`config.mk`:
```
export PLATFORM = sky130hd
export DESIGN_NAME = updown_mod_counter
export DESIGN_NICKNAME = d
export VERILOG_FILES = /design/src/rtl/counter_pkg.sv /design/src/rtl/clk_prescaler.sv /design/src/rtl/updown_mod_counter.sv
export SDC_FILE = /design/constraint.sdc
export NUM_CORES = 1
export LEC_CHECK = 0
export BUFFER_PORTS_ARGS = -buffer_cell sky130_fd_sc_hd__buf_2
export CORE_UTILIZATION = 39
export CTS_CLUSTER_SIZE = 20
export DETAILED_ROUTE_END_ITERATION = 8
export SKIP_CTS_REPAIR_TIMING = 1
export SLEW_MARGIN = 20
export SYNTH_ARGS = -nofsm -noshare
export SYNTH_HDL_FRONTEND = slang
export SYNTH_HIERARCHICAL = 1
export SYNTH_SLANG_ARGS = --single-unit
```
`constraint.sdc`:
```
create_clock -name clk -period 3.72 [get_ports clk]
set_input_delay 0.558 -clock clk [delete_from_list [all_inputs] [get_ports clk]]
set_output_delay 0.558 -clock clk [all_outputs]
set_load 0.1 [all_outputs]
```
`src/rtl/counter_pkg.sv`:
```
// Shared definitions for the up/down modulo counter: direction encoding and Gray encoder.
package counter_pkg;

  localparam logic CNT_UP = 1'b1;
  localparam logic CNT_DN = 1'b0;

  // Width-generic Gray encoder; callers truncate the result to their own width.
  function automatic logic [31:0] gray_enc(input logic [31:0] bin);
    return bin ^ (bin >> 1);
  endfunction

endpackage

```
`src/rtl/clk_prescaler.sv`:
```
// Clock-enable prescaler: emits a one-cycle step every PRESCALE enabled cycles.
module clk_prescaler #(
  parameter int unsigned PRESCALE = 1
) (
  input  logic clk,
  input  logic rstn,
  input  logic en,
  input  logic sync_clr,
  output logic step
);

  // PRESCALE=1 keeps a 1-bit counter pinned at 0, so step degenerates to en.
  localparam int unsigned CntW = (PRESCALE > 1) ? $clog2(PRESCALE) : 1;
  localparam logic [CntW-1:0] Last = CntW'(PRESCALE - 1);

  logic [CntW-1:0] cnt_q, cnt_d;

  always_comb begin
    cnt_d = cnt_q;
    step  = 1'b0;
    if (sync_clr) begin
      cnt_d = '0;
    end else if (en) begin
      if (cnt_q == Last) begin
        step  = 1'b1;
        cnt_d = '0;
      end else begin
        cnt_d = cnt_q + CntW'(1);
      end
    end
  end

  always_ff @(posedge clk or negedge rstn) begin
    if (!rstn) begin
      cnt_q <= '0;
    end else begin
      cnt_q <= cnt_d;
    end
  end

endmodule

```
`src/rtl/updown_mod_counter.sv`:
```
// Synchronous up/down modulo counter with load, clear, wrap/saturate, prescaler,
// terminal-count pulse, sticky overflow and registered Gray output.
module updown_mod_counter
  import counter_pkg::*;
#(
  parameter int unsigned WIDTH    = 4,
  parameter int unsigned PRESCALE = 1,
  parameter int unsigned RST_VAL  = 0
) (
  input  logic             clk,
  input  logic             rstn,
  input  logic             en,
  input  logic             up_dn,
  input  logic             clr,
  input  logic             load,
  input  logic [WIDTH-1:0] load_val,
  input  logic [WIDTH-1:0] max_val,
  input  logic             sat_mode,
  output logic [WIDTH-1:0] count,
  output logic [WIDTH-1:0] count_gray,
  output logic             tc,
  output logic             ovf
);

  localparam logic [WIDTH-1:0] RstVal = WIDTH'(RST_VAL);

  logic [WIDTH-1:0] count_q, count_d;
  logic [WIDTH-1:0] gray_q, gray_d;
  logic             tc_q, tc_d;
  logic             ovf_q, ovf_d;
  logic             step;
  logic             boundary;

  clk_prescaler #(
    .PRESCALE(PRESCALE)
  ) u_prescaler (
    .clk     (clk),
    .rstn    (rstn),
    .en      (en),
    .sync_clr(clr | load),
    .step    (step)
  );

  // Next-count with clr > load > step priority.
  always_comb begin
    count_d  = count_q;
    boundary = 1'b0;
    if (clr) begin
      count_d = RstVal;
    end else if (load) begin
      count_d = load_val;
    end else if (step) begin
      if (up_dn == CNT_UP) begin
        if (count_q < max_val) begin
          count_d = count_q + WIDTH'(1);
        end else begin
          boundary = 1'b1;
          count_d  = sat_mode ? max_val : '0;
        end
      end else begin
        if (count_q == '0) begin
          boundary = 1'b1;
          count_d  = sat_mode ? '0 : max_val;
        end else if (count_q > max_val) begin
          // Out-of-range loaded value snaps back into range without flagging.
          count_d = max_val;
        end else begin
          count_d = count_q - WIDTH'(1);
        end
      end
    end
  end

  always_comb begin
    tc_d   = boundary;
    ovf_d  = clr ? 1'b0 : (ovf_q | boundary);
    gray_d = WIDTH'(gray_enc(32'(count_d)));
  end

  always_ff @(posedge clk or negedge rstn) begin
    if (!rstn) begin
      count_q <= RstVal;
      gray_q  <= WIDTH'(gray_enc(32'(RstVal)));
      tc_q    <= 1'b0;
      ovf_q   <= 1'b0;
    end else begin
      count_q <= count_d;
      gray_q  <= gray_d;
      tc_q    <= tc_d;
      ovf_q   <= ovf_d;
    end
  end

  assign count      = count_q;
  assign count_gray = gray_q;
  assign tc         = tc_q;
  assign ovf        = ovf_q;

endmodule
```
# Word-level counts from Yosys, hierarchy flattened
# Index checks and enable logic that the tools add are counted.
# totals
regBits,11
latch_bits,0
ram_bits,0
romBits,0
in_bits,15
elab_cells,37
n_memories,0
# op_classes
addsub,3
n_mul,0
div,0
n_lt_le_gt_ge,2
eq_ne,0
shifts,0
mux,22
bitwise_logic,3
n_reduce_logical,2
# ops
cell,n
4-bit 2-to-1 mux,9
1-bit 2-to-1 mux,13
"4-bit by 1-bit adder with 4-bit output, second input constant",1
4-bit > comparator,1
4-bit zero test,1
4-bit < comparator,1
"4-bit by 1-bit subtractor with 4-bit output, second input constant",1
4-bit by 3-bit bitwise XOR with 4-bit output,1
1-bit bitwise OR,2
2-bit nonzero test,1
"1-bit adder, second input constant",1

# Logic depth before layout (Yosys ltp)
# Gate-level depths: netlist of run 1.
# logic_depth
word_depth,8
ltp_mapped,9
ltp_nobuf,8

# Modules after synthesis
# Netlist of run 1, hierarchy kept.
# by_module_without_submodules
mod,instances,cells_per_inst,area_per_inst_um2
updown_mod_counter,1,116,928.4
clk_prescaler,1,1,13.8

# Least setup slack after synthesis of run 1
# Ideal clock, no wire load.
# synth_path
path_kind,register to register
start,"register count_q[1], in the netlist count[1]"
end,"register gray_q[1], in the netlist count_gray[1]"
setup_time_ns,0.111
arrival_time_ns,2.736
path_slack_ns,0.872
path_stages_with_launch,8
path_buffers,0
period_less_slack_ns,2.848
cell_sequence,dfrtp_1 > ha_1 > nor2b_1 > o211ai_2 > nand2_1 > a311o_1 > and3_4 > a2111oi_2
# synth_via
elab_chain_cells,8
elab_cells_between_ends,13
classes_between,add/sub (2); order compare (2); mux (7); bitwise (1); reduce/logical (1)
# synth_rtl
item,line_no,source
from (decl),updown_mod_counter.sv:27,"logic [WIDTH-1:0] count_q, count_d;"
from (signal assigned),updown_mod_counter.sv:82,count_q <= RstVal;
from (signal assigned),updown_mod_counter.sv:87,count_q <= count_d;
4-bit by 1-bit subtractor with 4-bit output or 4-bit > comparator (tied branches),"updown_mod_counter.sv:68, updown_mod_counter.sv:64",
4-bit 2-to-1 mux,updown_mod_counter.sv:64,end else if (count_q > max_val) begin
4-bit 2-to-1 mux,updown_mod_counter.sv:61,if (count_q == '0) begin
4-bit 2-to-1 mux,updown_mod_counter.sv:53,if (up_dn == CNT_UP) begin
4-bit 2-to-1 mux *,updown_mod_counter.sv:52,end else if (step) begin
4-bit 2-to-1 mux *,updown_mod_counter.sv:50,end else if (load) begin
4-bit 2-to-1 mux *,updown_mod_counter.sv:48,if (clr) begin
4-bit by 3-bit bitwise XOR with 4-bit output *,counter_pkg.sv:9,return bin ^ (bin >> 1);
via gray_d[1],updown_mod_counter.sv:28,"logic [WIDTH-1:0] gray_q, gray_d;"
to (signal assigned),updown_mod_counter.sv:83,gray_q <= WIDTH'(gray_enc(32'(RstVal)));
to (signal assigned),updown_mod_counter.sv:88,gray_q <= gray_d;
to (decl),updown_mod_counter.sv:28,
# The timed path passes the listed nets; every way through them passes the cells marked *.
# A chain may end at the register's enable or synchronous reset.

# Final worst setup path of run 1
# Ends and elaborated chain as after synthesis.

==> metrics.md, run 1 <==
| Metric | Value |
|---|---|
| Setup TNS | `0 ps` |
| CTS tree | `built` |
| Crit Path Class | `register to register` |
| Layout Utilization | `49.0%` |
| Ys async rst share | `between 90% and 100%` |
| Wire per inst | `14.3 µm` |
| Max-cap violations | `0` |
| Critical path arrival | `2680 ps` |
| GRT Util Overall | `19.7%` |
| WL final | `2420 µm` |
| Pre-CTS setup slack | `1040 ps` |
| Syn_nets | `138` |
| Number of fill cells | `around 240` |
| Area Growth Syn to Fin | `17.3%` |
| Ys Warns | `6` |
| Syn Area/Cell | `8.05 µm²` |
| Yosys cell types | `45` |
| Cell area after synthesis | `942 µm²` |
| Core area | `2250 µm²` |
| Final hold violation count | `0` |
| Fin Hold WS | `between 100 and 150 ps` |
| Required @ worst endpoint | `3860 ps` |
| Final std cells w/o fill | `169` |
| Synth top area cells | `dfrtp_1 (24%), ha_1 (8.0%), inv_1 (5.2%)` |
| Slowest stage delay, CP | `530 ps` |
| Power per cell area | `355 nW/µm²` |
| Fin crit period | `2530 ps` |
| CP Max Fanout | `8` |
| Register area share after synthesis | `23.9%` |
| First-pass GRT wire length | `3890 µm` |
| Setup-failing EPs final | `0` |
| Vias in the first global route | `856` |
| I/O pin count | `25` |
| Row count | `17` |
| Critical path's slowest cell | `dfrtp_1` |
| Status | `finished clean` |
| Nets | `163` |
| DIE AREA | `2620 µm²` |
| Share of layout cells above drive strength 1 | `24.8%` |
| Detailed Route Iter0 Violations | `48` |
| Critical Path Start Type | `register` |
| Maximum vdd drop | `0.000242 V` |
| Global placement routability congestion | `0.899` |
| Clock-pin slew on the worst setup and hold paths | `60 ps` |
| Initial antenna violation count | `0` |
| Post-Syn Instances | `117` |
| Initial Utilization | `41.8%` |
| Gr ovfl total | `0` |
| Post-DRT Antenna Nets | `0` |
| Period Utilization, post-route | `68.0%` |
| Largest net degree at the start of global routing | `15` |
| Die Span X | `51.2 µm` |
| Skew final | `1.42 ps` |
| Worst setup margin | `1190 ps` |
| Antenna diodes | `0` |
| CTS buffer count | `3` |
| RSZ-0062 raised after global routing | `false` |
| Worst path cell trace | `ha_1 -> nor2b_1 -> o211ai_2 -> nand2_1 -> a311o_1 -> and3_4 -> a2111oi_2` |
| Slew @ Worst Pin | `488 ps` |
| DR vias/cell | `5.96` |
| Area leader, netlist | `dfrtp_1` |
| Rel. slew slack | `67.7%` |
| Clk sinks | `9` |
| Top FF cell, synth | `dfrtp_1` |
| Worst-Skew Late Latency | `250 ps` |
| I/O Buffers | `24` |
| Hold WC Path Type | `input pin to async pin` |
| HPWL after DPL | `1890 µm` |
| Worst Setup End Kind | `register` |
| Vias | `just over 1,000` |
| # placed instances | `165` |
| Root Driver | `clkbuf_4` |
| Fmax | `0.395 GHz` |
| DRC | `0` |
| Max Root-Sink Buffers | `2` |
| Max Slew Vio Count | `0` |
| Die height | `51.2 µm` |
| H-Tree Depth | `1` |
| Drt first pass iters | `4` |
| Leakage | `0.552 nW` |
| Synth top area share | `23.9%` |
| EDFF count, synth | `0` |
| Yosys reg bits | `9` |
==> metal layers <==
| layer | track usage [%] | routed length (µm) | vias up |
|---|---|---|---|
| met4 | 2.78 | 0 | 0 |
| met2 | 30.7 | 1090 | 43 |
| li1 | - | - | 487 |
| met1 | 28.5 | 1170 | 477 |
| met5 | 0 | 0 | - |
| met3 | 3.57 | 149 | 0 |
==> Yosys cell counts, types with 2 or more instances <==
library cell	number
nor2b_1	3
xnor2_1	2
or2_2	2
nor2_1	7
or3_1	3
a21o_1	2
xor2_1	2
and4_1	2
a211oi_1	2
nand4_1	2
a31oi_1	3
nor3_1	3
o211ai_1	2
and3_1	4
dfrtp_1	9
o21ai_0	5
a21oi_1	8
nand3_1	4
ha_1	6
clkbuf_1	3
inv_1	13
nand2_1	7
==> cell families after synthesis <==
| logic type | count (synthesis) | share of synthesized area, % |
|---|---|---|
| xor+xnor | 4 | 3.72 |
| flops | 9 | 23.9 |
| mux | 1 | 1.06 |
| simple gates | 43 | 27.4 |
| fa+ha+maj | 6 | 7.97 |
| compound gates | 37 | 28.8 |
| buf+inv | 17 | 7.17 |
==> metrics by stage <==
step	area (µm²)	total power, mW
2_1_floorplan	942	0.278
3_3_place_gp	1080	0.320
3_5_place_dp	1080	0.320
4_1_cts	1100	0.395
5_1_grt	1100	0.417
6_report	1100	0.392
==> power by group <==
group          internal [mW]  switching (mW)
Sequential             0.106          0.0110
Clock                 0.0412          0.0315
Combinational         0.0578           0.144
Total                  0.205           0.187
==> state kept, by name, indices dropped and copies added (netlist names) <==
| signal | count |
|---|---|
| tc | 1 |
| count | 4 |
| count_gray | 3 |
| ovf | 1 |
==> layout make-up <==
| cell class | instances | area (µm²) | area share (%) |
|---|---|---|---|
| Multi-Input combinational cell | 91 | 649 | 58.8 |
| Sequential cell | 9 | 225 | 20.4 |
| Timing Repair Buffer | 24 | 120 | 10.9 |
| Inverter | 13 | 48.8 | 4.42 |
| Tap cell | 28 | 35.0 | 3.17 |
| Clock buffer | 4 | 26.3 | 2.38 |
==> placed cells by master (no fill, tap or decap), types with 4 or more instances in the layout <==
cell type   n
nor2_1      7
buf_2      24
nand2_1     7
ha_1        6
nand3_1     4
a21oi_1     8
and3_1      4
inv_1      13
o21ai_0     5
dfrtp_1     9
==> worst paths after layout <==
kind | start | end | slack, ps | depth (start not counted)
max | count[1] | count_gray[1] | 1190 | 7
min | rstn | count[3] | 140 | 1
max reg2reg | count[1] | count_gray[1] | 1190 | 7
min reg2reg | ovf | ovf | 510 | 2
max in group asynchronous | rstn | count[0] | 3410 | 1
min in group clk | ovf | ovf | 510 | 2
==> worst max-delay path: cells and delay by family (launching register included) <==
kind	cells	cell delay, ps
DFF	1	530
adders and majority gates	1	320
AOI/OAI and AO/OA	3	1050
and+or+nand+nor	3	530
Power figures use the tool's default switching activity.
==> inputs of run 2 (changes only) <==
Clock period 3.72 ns to 2.41 ns, I/O delays scaled along.
==> metrics.md, run 2 (synthesis gave the netlist of run 1 again) <==
| Metric | Value |
|---|---|
| Critical Path Start Type | `register` |
| Setup TNS | `0 ps` |
| DR vias/cell | `5.88` |
| I/O Buffers | `24` |
| CTS tree | `built` |
| Internal power | `about 0.36 mW` |
| Switching Share | `46.3%` |
| Clock-pin slew on the worst setup and hold paths | `~60 ps` |
| Largest net degree at the start of global routing | `15` |
| Number of fill cells | `243` |
| Slew @ Worst Pin | `489 ps` |
| WL final | `2680 µm` |
| Antenna diodes | `0` |
| Clk sinks | `9` |
| Final std cells w/o fill | `184` |
| Row count | `17` |
| Max-cap violations | `0` |
| Met1 usage | `27.0%` |
| Most frequent cells in the layout | `buf_2 (24), buf_4 (14), inv_1 (13)` |
| Period Utilization, post-route | `between 90% and 100%` |
| GRT met2 Usage | `35.7%` |
| HPWL after DPL | `2060 µm` |
| DRC | `0` |
| Commonest non-fill, non-tap cell in the layout | `buf_2` |
| DIE AREA | `roughly 2600 µm²` |
| Detailed Route Iter0 Violations | `32` |
| I/O pin count | `25` |
| Required @ worst endpoint | `2560 ps` |
| Global placement routability congestion | `about 0.83` |
| Initial antenna violation count | `0` |
| Rel. slew slack | `approximately 68%` |
| Die Span X | `slightly above 50 µm` |
| Area Growth Syn to Fin | `35.3%` |
| Dpl cell area | `1190 µm²` |
| Initial Utilization | `41.8%` |
| GRT Util Overall | `21.3%` |
| Clock share of power | `17.1%` |
| H-Tree Depth | `1` |
| Design area | `1270 µm²` |
| Setup-failing EPs final | `0` |
| CP Launch Point | `count[1]` |
| Maximum vdd drop | `0.000547 V` |
| Worst setup margin | `94.1 ps` |
| First-pass GRT wire length | `4180 µm` |
| Min-delay src | `clr` |
| Hold path depth | `3` |
| Skew final | `roughly 0.34 ps` |
| Core area | `2250 µm²` |
| Launch point of the worst reg-to-reg path | `count[1]` |
| Vias in the first global route | `962` |
| Drt first pass iters | `4` |
| R2r worst-path depth | `7` |
| Gr ovfl total | `0` |
| Max Root-Sink Buffers | `2` |
| Fmax | `0.432 GHz` |
| Layout Utilization | `between 50% and 60%` |
| R2R Path End | `count_gray[1]` |
| Hold path endpoint | `ovf` |
| Flop pwr share | `26.4%` |
| Max Slew Vio Count | `0` |
| Vias | `between 1,000 and 1,500` |
| Critical path arrival | `2470 ps` |
| Nets | `178` |
| Die height | `between 50 and 60 µm` |
| CP Max Fanout | `8` |
| Root Driver | `clkbuf_4` |
| Grt met3 use | `5.95%` |
| Status | `finished clean` |
| CTS buffer count | `3` |
| Share of layout cells above drive strength 1 | `36.5%` |
| Worst Setup End Kind | `register` |
| Switch Pwr | `0.309 mW` |
| Grt peak-use layer | `met2` |
| Post-DRT Antenna Nets | `0` |
| Comb pwr share | `56.4%` |
| Max reg flops | `4` |
| Worst-Skew Late Latency | `between 200 and 300 ps` |
| Pre-CTS setup slack | `-38.0 ps` |
| Wire per inst | `14.6 µm` |
| Leakage | `0.621 nW` |
| # placed instances | `176` |
| Power per cell area | `524 nW/µm²` |
| Hold WC Path Type | `input pin to register` |
| Final hold violation count | `0` |
| Crit Path Class | `register to register` |
| Fin crit period | `2320 ps` |
| Worst reg2reg setup slack | `approximately 94 ps` |
run 2: worst max-delay path: stages (launching register included):
cell       delay, ps
dfrtp_4          530
ha_4             290
nor2b_4          160
o211a_1          250
nor4_1            90
a311o_1          370
and3_4           180
a2111oi_2        340
run 2: power by group through the flow:
stage          registers (mW)  logic, mW  clock network (mW)
5_1_grt                 0.178      0.401               0.128
6_report                0.176      0.377               0.114
3_3_place_gp            0.179      0.349                   0
2_1_floorplan           0.285      0.150                   0
4_1_cts                 0.177      0.351               0.118
3_5_place_dp            0.180      0.350                   0
run 2: how the worst max path moves through the flow:
| stage | endpoint |
|---|---|
| 2_1_floorplan | count_gray[1] |
| 3_3_place_gp | count_gray[1] |
| 3_5_place_dp | count_gray[1] |
| 4_1_cts | count_gray[1] |
| 5_1_grt | count_gray[1] |
| 6_report | count_gray[1] |
run 2: metrics by stage:
step	total power, mW	hold WS, ps
CTS	0.646	-61.0
global route	0.707	424
finish	0.668	432
global placement	0.528	216
detailed placement	0.530	218
floorplan	0.435	65.9
run 2: routing by layer:
metal | routed length (µm) | vias to the layer above
met5 | 0 | -
met2 | 1330 | 53
met4 | 8 | 0
met3 | 172 | 2
met1 | 1160 | 513
li1 | - | 514
run 2: layout make-up:
cell class              instances  area [µm²]  share of cell area, %
clock buffers                   4        26.3                   2.06
multi-input cells              91         692                   54.3
well taps                      28        35.0                   2.75
flip-flops and latches          9         238                   18.6
repair buffers                 39         235                   18.4
inverters                      13        48.8                   3.83
==> inputs of run 3 (changes only) <==
Settings changed: REMOVE_ABC_BUFFERS set to 1.
==> metrics.md, run 3 (synthesis gave the netlist of run 1 again) <==
| Metric | Value |
|---|---|
| Setup-failing EPs final | `0` |
| Internal power | `0.348 mW` |
| Drt first pass iters | `4` |
| Worst Setup End Kind | `register` |
| Status | `finished clean` |
| Fin crit period | `2330 ps` |
| First-pass GRT wire length | `4310 µm` |
| Launch point of the worst reg-to-reg path | `count[0]` |
| Max-cap violations | `0` |
| Nets | `177` |
| Final hold violation count | `0` |
| Switching Share | `46.5%` |
| R2r worst-path depth | `8` |
| Critical Path Start Type | `register` |
| Vias | `1,025` |
| Hold WC Path Type | `input pin to register` |
| Critical path arrival | `2470 ps` |
| Worst setup margin | `about 81 ps` |
| Die height | `51.2 µm` |
| I/O Buffers | `24` |
| Comb pwr share | `56.4%` |
| Worst-Skew Late Latency | `approximately 260 ps` |
| Share of layout cells above drive strength 1 | `about a third` |
| I/O pin count | `25` |
| Dpl cell area | `between 1000 and 1500 µm²` |
| Max Root-Sink Buffers | `2` |
| GRT Util Overall | `22.0%` |
| Design Power | `0.650 mW` |
| Core area | `2250 µm²` |
| DR vias/cell | `roughly 5.6` |
| Max reg flops | `4` |
| Leakage | `0.620 nW` |
| CTS tree | `built` |
| Antenna diodes | `0` |
| Gr ovfl total | `0` |
| Root Driver | `clkbuf_4` |
| Post-DRT Antenna Nets | `0` |
| Vias in the first global route | `952` |
| Max Slew Vio Count | `0` |
| Switch Pwr | `0.302 mW` |
| Required @ worst endpoint | `approximately 2600 ps` |
| Clk sinks | `9` |
| Area of the multi-input gates | `669 µm²` |
| Power per cell area | `527 nW/µm²` |
| Area Growth Syn to Fin | `30.9%` |
| Row count | `17` |
| Worst setup path end | `count_gray[1]` |
| Design area | `1230 µm²` |
| Slew @ Worst Pin | `a little under 500 ps` |
| Flop pwr share | `a little over a quarter` |
| CP Launch Point | `count[0]` |
| CP Max Fanout | `7` |
| DIE AREA | `approximately 2600 µm²` |
| Rel. slew slack | `approximately two thirds` |
| Min-delay src | `clr` |
| Maximum vdd drop | `0.000325 V` |
| Worst reg2reg setup slack | `roughly 81 ps` |
| Layout Utilization | `roughly 55%` |
| Initial antenna violation count | `0` |
| Clock-pin slew on the worst setup and hold paths | `60 ps` |
| Register area | `226 µm²` |
| HPWL after DPL | `2120 µm` |
| Global placement routability congestion | `0.931` |
| Die Span X | `51.2 µm` |
| Pre-CTS setup slack | `45.7 ps` |
| Wire per inst | `14.7 µm` |
| Most frequent cells in the layout | `buf_2 (24), inv_1 (13), buf_4 (13)` |
| Commonest non-fill, non-tap cell in the layout | `buf_2` |
| Initial Utilization | `41.8%` |
| Skew final | `5.78 ps` |
| Period Utilization, post-route | `96.6%` |
| Number of fill cells | `roughly 230` |
| Crit Path Class | `register to register` |
| Largest net degree at the start of global routing | `15` |
| Detailed Route Iter0 Violations | `38` |
| Fmax | `about 0.43 GHz` |
| Clock share of power | `17.2%` |
| CTS buffer count | `3` |
| DRC | `0` |
| R2R Path End | `count_gray[1]` |
| WL final | `2690 µm` |
| H-Tree Depth | `1` |
[run 3: cell types whose count changed in the layout (fill, tap and decap cells not counted), sizes merged]
cell	previous run	this run
buf	38	37
[run 3: how the worst min path moves through the flow]
| stage | end | slack (ps) | cells after the start |
|---|---|---|---|
| after CTS | count[3] | -70 | 1 |
| after floorplan | count[0] | 70 | 0 |
| after detailed placement | count[3] | 220 | 1 |
| final | tc | 430 | 3 |
| after global routing | ovf | 430 | 3 |
| after global placement | tc | 210 | 1 |
[run 3: final cells by class]
cell class / count / area share, %
Multi-Input combinational cell: 91 / 54.3
Inverter: 13 / 3.96
Sequential cell: 9 / 18.4
Timing Repair Buffer: 38 / 18.5
Clock buffer: 4 / 2.13
Tap cell: 28 / 2.84
[run 3: metal layers]
metal	up-vias	part of all wire, %	track usage (%)
met1	481	48	30.3
met5	-	0	0
met2	28	48	34.9
met3	2	2.7	4.46
li1	514	-	-
met4	0	0.78	5.09
[run 3: power by group through the flow]
stage / clock, mW / sequential (mW) / combinational [mW]
2_1_floorplan: 0 / 0.290 / 0.131
3_3_place_gp: 0 / 0.174 / 0.348
3_5_place_dp: 0 / 0.175 / 0.347
4_1_cts: 0.117 / 0.172 / 0.348
5_1_grt: 0.129 / 0.173 / 0.393
6_report: 0.111 / 0.172 / 0.366
[run 3: critical path, cell delays in order, from the launching register on]
cell and delay, ps:
dfrtp_1 370, inv_1 150, ha_1 240, nor3b_4 350, or3_1 160, nand4b_1 100
a311o_1 330, and3_4 190, a2111oi_2 330
[run 3: per-stage QoR]
| step | hold WS (ps) | instances | TNS [ps] |
|---|---|---|---|
| 6_report | 428 | 183 | 0 |
| 5_1_grt | 428 | 183 | -21.0 |
| 2_1_floorplan | 65.9 | 113 | -6370 |
| 4_1_cts | -65.8 | 180 | 0 |
| 3_5_place_dp | 219 | 176 | 0 |
| 3_3_place_gp | 214 | 176 | 0 |
